<file path="config.mk">
export PLATFORM = sky130hd
export DESIGN_NAME = shared_fu_sequencer
export DESIGN_NICKNAME = d
export VERILOG_FILES = /design/src/rtl/ariane_pkg.sv /design/src/rtl/shared_fu_prio_sel.sv /design/src/rtl/shared_fu_sequencer.sv
export SDC_FILE = /design/constraint.sdc
export NUM_CORES = 1
export LEC_CHECK = 0
export BUFFER_PORTS_ARGS = -buffer_cell sky130_fd_sc_hd__buf_2
export CELL_PAD_IN_SITES_DETAIL_PLACEMENT = 1
export CELL_PAD_IN_SITES_GLOBAL_PLACEMENT = 1
export CORE_AREA = 3 3 300 302
export DETAILED_ROUTE_END_ITERATION = 16
export DIE_AREA = 0 0 303 305
export PLACE_DENSITY_LB_ADDON = 0.05
export SLEW_MARGIN = 5
export SYNTH_ARGS = -nofsm -noshare
export SYNTH_HDL_FRONTEND = slang
export SYNTH_SLANG_ARGS = --single-unit
</file>
<file path="constraint.sdc">
create_clock -name clk_i -period 24.7 [get_ports clk_i]
set_clock_uncertainty 0.1 [all_clocks]
set_input_delay 1.235 -clock clk_i [delete_from_list [all_inputs] [get_ports clk_i]]
set_output_delay 1.235 -clock clk_i [all_outputs]
set_load 0.05 [all_outputs]
</file>
<file path="src/rtl/ariane_pkg.sv">
// Shared types and constants for the shared functional-unit sequencer.
//   shared_fu_state_e : sequencer FSM states
//   SHARED_FU_CNT_W   : width of the contention counter
package ariane_pkg;

    localparam int unsigned SHARED_FU_CNT_W = 32;

    typedef enum logic [1:0] {
        IDLE  = 2'd0,
        ISSUE = 2'd1,
        BUSY  = 2'd2,
        DRAIN = 2'd3
    } shared_fu_state_e;

endpackage

</file>
<file path="src/rtl/shared_fu_prio_sel.sv">
// Lowest-index-first one-hot picker.
// Ports:
//   en_i        : picking enabled; when low the ack vector is zero
//   req_valid_i : request per port (bit 0 = oldest)
//   ack_o       : one-hot (or zero) grant, combinational
//   idx_o       : encoded index of the granted port (0 when none)
module shared_fu_prio_sel #(
    parameter int unsigned NR_PORTS = 2,
    parameter int unsigned IDX_W    = (NR_PORTS > 1) ? $clog2(NR_PORTS) : 1
) (
    input  logic                en_i,
    input  logic [NR_PORTS-1:0] req_valid_i,
    output logic [NR_PORTS-1:0] ack_o,
    output logic [IDX_W-1:0]    idx_o
);

    // Walk upward and stop at the first valid port so younger ports never win.
    always_comb begin
        logic found;
        ack_o = '0;
        idx_o = '0;
        found = 1'b0;
        for (int i = 0; i < int'(NR_PORTS); i++) begin
            if (en_i && req_valid_i[i] && !found) begin
                ack_o[i] = 1'b1;
                idx_o    = IDX_W'(i);
                found    = 1'b1;
            end
        end
    end

endmodule

</file>
<file path="src/rtl/shared_fu_sequencer.sv">
// Sequences one shared iterative FU between the issue ports of a dual-issue stage.
// Optional feature: define SHARED_FU_PERF_EN to build the contention counter.
// Ports:
//   clk_i, rst_i (async, active-high), flush_i
//   req_valid_i / req_data_i / req_trans_id_i : per-port requests, req_ack_o (combinational)
//   fu_valid_o / fu_data_o / fu_trans_id_o / fu_ready_i : FU issue handshake
//   fu_done_i / fu_result_i                   : FU completion
//   wb_valid_o / wb_trans_id_o / wb_result_o  : registered writeback
//   busy_o                                    : sequencer not idle
//   conflict_cnt_o                            : cycles with a request but no ack (0 when disabled)
module shared_fu_sequencer
    import ariane_pkg::*;
#(
    parameter int unsigned NR_PORTS      = 2,
    parameter int unsigned DATA_W        = 200,
    parameter int unsigned TRANS_ID_BITS = 3
) (
    input  logic                              clk_i,
    input  logic                              rst_i,
    input  logic                              flush_i,
    input  logic [NR_PORTS-1:0]               req_valid_i,
    input  logic [NR_PORTS*DATA_W-1:0]        req_data_i,
    input  logic [NR_PORTS*TRANS_ID_BITS-1:0] req_trans_id_i,
    output logic [NR_PORTS-1:0]               req_ack_o,
    output logic                              fu_valid_o,
    output logic [DATA_W-1:0]                 fu_data_o,
    output logic [TRANS_ID_BITS-1:0]          fu_trans_id_o,
    input  logic                              fu_ready_i,
    input  logic                              fu_done_i,
    input  logic [63:0]                       fu_result_i,
    output logic                              wb_valid_o,
    output logic [TRANS_ID_BITS-1:0]          wb_trans_id_o,
    output logic [63:0]                       wb_result_o,
    output logic                              busy_o,
    output logic [31:0]                       conflict_cnt_o
);

    localparam int unsigned IDX_W = (NR_PORTS > 1) ? $clog2(NR_PORTS) : 1;

    shared_fu_state_e state_q, state_d;

    logic [DATA_W-1:0]        data_arr [NR_PORTS];
    logic [TRANS_ID_BITS-1:0] id_arr   [NR_PORTS];
    logic [IDX_W-1:0]         sel_idx;
    logic                     prio_en;
    logic                     wb_take;

    logic [DATA_W-1:0]        op_data_q;
    logic [TRANS_ID_BITS-1:0] op_id_q;
    logic                     fu_valid_q;
    logic                     busy_q;
    logic                     wb_valid_q;
    logic [TRANS_ID_BITS-1:0] wb_id_q;
    logic [63:0]              wb_result_q;

    // Unpack the flat per-port request buses.
    for (genvar p = 0; p < int'(NR_PORTS); p++) begin : g_split
        assign data_arr[p] = req_data_i[p*DATA_W +: DATA_W];
        assign id_arr[p]   = req_trans_id_i[p*TRANS_ID_BITS +: TRANS_ID_BITS];
    end

    // Only an idle, unflushed sequencer may accept a request.
    assign prio_en = (state_q == IDLE) && !flush_i;

    shared_fu_prio_sel #(
        .NR_PORTS (NR_PORTS),
        .IDX_W    (IDX_W)
    ) u_prio_sel (
        .en_i        (prio_en),
        .req_valid_i (req_valid_i),
        .ack_o       (req_ack_o),
        .idx_o       (sel_idx)
    );

    // State register.
    always_ff @(posedge clk_i or posedge rst_i) begin
        if (rst_i) state_q <= IDLE;
        else       state_q <= state_d;
    end

    // Next-state logic; a flush after the FU took the op must still absorb its result.
    always_comb begin
        state_d = state_q;
        wb_take = 1'b0;
        case (state_q)
            IDLE: begin
                if (|req_ack_o) state_d = ISSUE;
            end
            ISSUE: begin
                if (flush_i)         state_d = fu_ready_i ? DRAIN : IDLE;
                else if (fu_ready_i) state_d = BUSY;
            end
            BUSY: begin
                if (fu_done_i) begin
                    state_d = IDLE;
                    wb_take = !flush_i;
                end else if (flush_i) begin
                    state_d = DRAIN;
                end
            end
            DRAIN: begin
                if (fu_done_i) state_d = IDLE;
            end
            default: state_d = IDLE;
        endcase
    end

    // Operand latch, registered status and writeback.
    always_ff @(posedge clk_i or posedge rst_i) begin
        if (rst_i) begin
            op_data_q   <= '0;
            op_id_q     <= '0;
            fu_valid_q  <= 1'b0;
            busy_q      <= 1'b0;
            wb_valid_q  <= 1'b0;
            wb_id_q     <= '0;
            wb_result_q <= '0;
        end else begin
            if (|req_ack_o) begin
                op_data_q <= data_arr[sel_idx];
                op_id_q   <= id_arr[sel_idx];
            end
            fu_valid_q <= (state_d == ISSUE);
            busy_q     <= (state_d != IDLE);
            wb_valid_q <= wb_take;
            if (wb_take) begin
                wb_id_q     <= op_id_q;
                wb_result_q <= fu_result_i;
            end
        end
    end

    assign fu_valid_o    = fu_valid_q;
    assign fu_data_o     = op_data_q;
    assign fu_trans_id_o = op_id_q;
    assign busy_o        = busy_q;
    assign wb_valid_o    = wb_valid_q;
    assign wb_trans_id_o = wb_id_q;
    assign wb_result_o   = wb_result_q;

`ifdef SHARED_FU_PERF_EN
    logic [SHARED_FU_CNT_W-1:0] conflict_cnt_q;

    // Saturating count of cycles where someone wanted the FU but nobody got it.
    always_ff @(posedge clk_i or posedge rst_i) begin
        if (rst_i) begin
            conflict_cnt_q <= '0;
        end else if ((|req_valid_i) && !(|req_ack_o) && (conflict_cnt_q != '1)) begin
            conflict_cnt_q <= conflict_cnt_q + SHARED_FU_CNT_W'(1);
        end
    end

    assign conflict_cnt_o = conflict_cnt_q;
`else
    assign conflict_cnt_o = '0;
`endif

    // A completion with nothing outstanding at the FU is a protocol error.
    a_done_only_when_outstanding: assert property (
        @(posedge clk_i) disable iff (rst_i)
        fu_done_i |-> (state_q == BUSY || state_q == DRAIN)
    ) else $error("fu_done_i while no FU operation outstanding");

endmodule

</file>
* After elaboration in Yosys (flattened, before gate mapping)
Index checks and enable logic that the tools add are counted.
** Storage, ports and cells
- Logic and storage cells :: 41
- Input port bits :: 477
- Output and inout port bits :: 307
- Register bits :: 275
** Operators by class
- Reduce and logical (&&, ||, !) cells :: 9
- Bitwise logic cells :: 1
- Muxes and demuxes :: 18
- $lt $le $gt $ge :: 1
- Eq/ne operators :: 4
** Operators with widths (count)
- 200-bit two-way mux :: 3
- 2-bit two-way mux :: 7
- 3-bit two-way mux :: 3
- 2-bit case mux with 4 select lines :: 1
- 2-bit by 1-bit equality test with 1-bit output, second input constant :: 2
- 2-bit equality test, second input constant :: 2
- 1-bit logical AND :: 4
- 1-bit two-way mux :: 4
- 2-bit >= comparator, second input constant :: 1
- 1-bit zero test :: 2
- 2-bit zero test :: 1
- 1-bit NOT with 2-bit output :: 1
- 2-bit nonzero test :: 1
- 2-bit OR reduction :: 1

* Depth between registers and ports, before layout
- Word-level depth :: 11
- Mapped depth :: 7
- Gate-level depth less buffers :: 3

* Hierarchy
Synthesis repeated with hierarchy kept, for this count alone.
** Second synthesis, totals
- Cells, all modules :: 1082
- Area total of the unflattened synthesis :: 12266.8 um^2
** Modules (own cells, without submodules)
- shared_fu_sequencer :: cells each 1079, times used 1, seq. area each 6881.6 um^2, area an instance 12243.0 um^2
- shared_fu_prio_sel :: cells each 3, times used 1, seq. area each 0.0 um^2, area an instance 23.8 um^2

* Least setup slack after synthesis
Ideal clock, no wire load.
- Kind :: input to output
- Start point :: input port flush_i
- End point :: output port req_ack_o[0]
- Buffers on the path :: 4
- Cell stages on the path :: 6
- Arrival :: 2551 ps
- Setup slack :: 20814 ps
- Required time :: 23365 ps
- Path through :: buf_4 -> or4b_4 -> buf_6 -> buf_6 -> buf_6 -> inv_1
** On the way
- Cells in the longest elaborated chain, start to end :: 4
** Ends and longest elaborated chain
- from (decl) :: RTL line shared_fu_sequencer.sv:20 : input logic flush_i,
- 1-bit zero test :: RTL line shared_fu_sequencer.sv:63 : assign prio_en = (state_q == IDLE) && !flush_i;
- 1-bit logical AND :: RTL line shared_fu_sequencer.sv:63
- 1-bit logical AND :: RTL line shared_fu_prio_sel.sv:24 : if (en_i && req_valid_i[i] && !found) begin
- 1-bit two-way mux :: RTL line shared_fu_prio_sel.sv:24
- to (decl) :: RTL line shared_fu_sequencer.sv:24 : output logic [NR_PORTS-1:0] req_ack_o,
Every way passes these cells.

* Worst setup path in the final report
- Start point :: input port flush_i
- End point :: output port req_ack_o[1]
** On the way
- Cells in the longest elaborated chain, start to end :: 7
- Elaborated cells between the ends (all ways) :: 8
- Classes of those cells :: 2 x mux; 6 x reduce/logical
** Ends and longest elaborated chain (RTL line)
- 1-bit zero test (*) :: shared_fu_sequencer.sv:63
- 1-bit logical AND (*) :: shared_fu_sequencer.sv:63
- 1-bit logical AND :: shared_fu_prio_sel.sv:24
- 1-bit two-way mux :: shared_fu_prio_sel.sv:24
- 1-bit zero test :: shared_fu_prio_sel.sv:24
- 1-bit logical AND (*) :: shared_fu_prio_sel.sv:24
- 1-bit two-way mux (*) :: shared_fu_prio_sel.sv:24
Every way passes the cells marked *; elsewhere a longest branch is shown, timed or not.

==> results.cfg <==
[sta]
slew_headroom_pct = 19.6
post-route-worst-setup-slack_ns = 20.76
finalSetupViolCount = 0
rsz0062_at_grt = false
final_max_slew_viol_count = 0
timing_worst_slew_pin_value_ns = 1.21
min_period_over_period_pct = 16.0
layout_min_cycle_time_ns = 3.94
fin_setup_tns_ns = 0
fmax_mhz = 254
hold_violations = 0

[final_layout]
num-nets-final = 2157
layout-drive-gt1-share_pct = 52.9
final_area_um2 = 17900
syn_to_final_growth_pct = 50.3
final_core_util_pct = 20.3

[global_route]
grt_use_total_pct = 14.0
grt_start_max_net_pins = 108
first_global_vias = 12600
total_overflow_reported_by_the_global_router = 0
grt_first_pass_wirelength_um = 93900
grt_antenna_before_repair = 28

[clock_tree]
clock_sinks = 275
clock_tree.buffer_depth = 3
cts_hold_repair.buffers = 0
clk_latency_ns = 0.54
clk_pin_slew_ns = 0.05
cts_setup_buffers = 0
post_cts_sizing_count = 0
tritoncts = yes
clockRootBuffer = sky130_fd_sc_hd__clkbuf_16
cts-buffers-inserted = 41
htreeDepth = 2

[logic_synthesis]
mean_post_synth_cell_area_um2 = 12.1
postSynth.asyncResetShare_pct = 100
synthesized_area_um2 = 11900
number_of_enable_type_register_cells_in_the_synthesized_netlist = 0
ys_seq_area_share_pct = 57.9
yosysUniqueCellTypes = 30
synth.yosys.warnings = 0
ys_seq_elements = 275
synthFlopType = sky130_fd_sc_hd__dfrtp_1
syn-instance-count = 982

[critical_path]
worstSetupStartpointType = primary input
timing.setup.critical_path_class = in -> out
critical-path-max-stage-delay_ns = 0.71
timing.critical_path.fanout_max = 20
crit_path_end_kind = output pin
chain_of_cells_forming_the_critical_path = buf_2 -> or3_2 -> nor2_1 -> buf_2
timing.critical_path.mode_cell = sky130_fd_sc_hd__buf_2
critical_path.slowest_cell = sky130_fd_sc_hd__or3_2
endpoint_arrival_time_on_the_critical_path_ns = 2.61
worstPathRequired_ns = 23.36

[floorplan]
fp_rows = 109
placeableCoreArea_um2 = 88000
floorplan.die_area_um2 = 92400
initial_core_utilization_pct = 13.5
chipHeight_um = 305
die_w_um = 303
design.portCount = 784

[route]
drc = 0
detailed_route_wire_length_um = 67800
violation_count_after_the_first_detailed_routing_iteration = 326
vias_per_cell = 3.98
routed-via-count = 11500
wire_per_inst_um = 23.5
drt_pre_antenna_iters = 4
antenna_left = 0

[placed_design]
placement.cell_area_um2 = 16600
routability_congestion_estimate_from_global_placement = 0.771
port_buffers = 751
preCtsSetupSlack_ns = 20.28
dp_hpwl_um = 49400

[status]
outcome = finished, final reports clean

[power]
peakVddDrop_mv = 0.0495
powerDensity_nw_per_um2 = 164
p_leak_nw = 8.17
design_power_total_mw = 2.94

[job]
drv.max_cap_violation_count = 0

[worst_hold_path]
worst_hold_path_type = reg -> reg
[final timing paths]
path                                     start               to  slack (ns)  cells after the start
worst min register to register  wb_result_o[8]   wb_result_o[8]        0.40                      1
worst max-delay path                   flush_i     req_ack_o[1]       20.76                      4
min in group asynchronous                rst_i  wb_result_o[29]        0.75                      2
worst min-delay path            wb_result_o[8]   wb_result_o[8]        0.40                      1
max in group asynchronous                rst_i  wb_result_o[11]       21.49                      4
worst max register to register      state_q[1]   fu_data_o[164]       21.24                      5
[report_power, final]
group          switching, mW  total (mW)  leakage [nW]  internal (mW)
Combinational           1.18        1.57          4.38          0.389
Sequential             0.133       0.804          3.17          0.672
Clock                  0.226       0.569         0.623          0.343
Total                   1.54        2.94          8.17           1.40
[stage by stage]
stage	cells	hold slack, ns
detailed placement	2802	0.392
global placement	2802	0.384
floorplan	1013	0.464
finish	2882	0.400
global route	2878	0.413
CTS	2869	0.405
[placed cells by master (no fill, tap or decap), types with 2 or more instances in the layout]
| master | instances |
|---|---|
| sky130_fd_sc_hd__a221oi_1 | 2 |
| sky130_fd_sc_hd__a2bb2oi_1 | 136 |
| sky130_fd_sc_hd__buf_2 | 751 |
| sky130_fd_sc_hd__buf_4 | 15 |
| sky130_fd_sc_hd__clkbuf_1 | 9 |
| sky130_fd_sc_hd__clkbuf_16 | 41 |
| sky130_fd_sc_hd__clkbuf_8 | 10 |
| sky130_fd_sc_hd__clkinv_2 | 3 |
| sky130_fd_sc_hd__conb_1 | 32 |
| sky130_fd_sc_hd__dfrtp_1 | 275 |
| sky130_fd_sc_hd__diode_2 | 13 |
| sky130_fd_sc_hd__inv_1 | 2 |
| sky130_fd_sc_hd__inv_6 | 2 |
| sky130_fd_sc_hd__mux2_2 | 67 |
| sky130_fd_sc_hd__nor2_1 | 71 |
| sky130_fd_sc_hd__o22ai_1 | 202 |
| sky130_fd_sc_hd__o32ai_1 | 66 |
[cell type report]
class                           instances  area [um^2]
Timing Repair Buffer                  766         3870
Sequential cell                       275         6880
Tap cell                             1165         1460
Multi-Input combinational cell        592         4350
Antenna cell                           13         32.5
Clock inverter                          7         70.1
Inverter                                4         25.0
Fill cell                           10200        70100
Clock buffer                           60         1200
[logic make-up after synthesis]
logic type      count (synthesis)  share of synthesized area (%)
mux                            68                           6.43
xor+xnor                        1                         0.0736
other cells                     1                         0.0315
simple gates                   80                           2.84
buf+inv                       146                           6.71
flops                         275                           57.9
compound gates                411                           26.1
[critical path, delay by kind of cell]
kind | cells | cell delay (ns)
buffers and inverters | 2 | 0.45
AND/OR/NAND/NOR | 2 | 0.90
[cells in the mapped netlist, types with 2 or more instances]
cell type / number / area, um^2
sky130_fd_sc_hd__dfrtp_1: 275 / 6880
sky130_fd_sc_hd__o22ai_1: 202 / 1260
sky130_fd_sc_hd__a2bb2oi_1: 136 / 1190
sky130_fd_sc_hd__nor2_1: 71 / 267
sky130_fd_sc_hd__mux2_2: 67 / 754
sky130_fd_sc_hd__o32ai_1: 66 / 578
sky130_fd_sc_hd__clkbuf_1: 65 / 244
sky130_fd_sc_hd__buf_4: 40 / 300
sky130_fd_sc_hd__buf_2: 26 / 130
sky130_fd_sc_hd__buf_6: 9 / 101
sky130_fd_sc_hd__inv_1: 3 / 11.3
sky130_fd_sc_hd__a221oi_1: 2 / 17.5
sky130_fd_sc_hd__buf_1: 2 / 7.51
sky130_fd_sc_hd__nand2b_1: 2 / 12.5
[state kept, by name, indices dropped and copies added, names as in the netlist]
signal	flops
fu_data_o	200
wb_result_o	64
fu_trans_id_o	3
wb_trans_id_o	3
state_q	2
busy_o	1
fu_valid_o	1
wb_valid_o	1
[per-layer routing]
metal | GRT usage, % | wire [um] | vias up
met4 | 4.65 | 2220 | 20
li1 | - | - | 5208
met3 | 4.27 | 5190 | 115
met1 | 14.7 | 24300 | 5683
met2 | 26.2 | 35900 | 438
met5 | 0 | 120 | -
No activity file was read; power rests on OpenSTA's default activity.
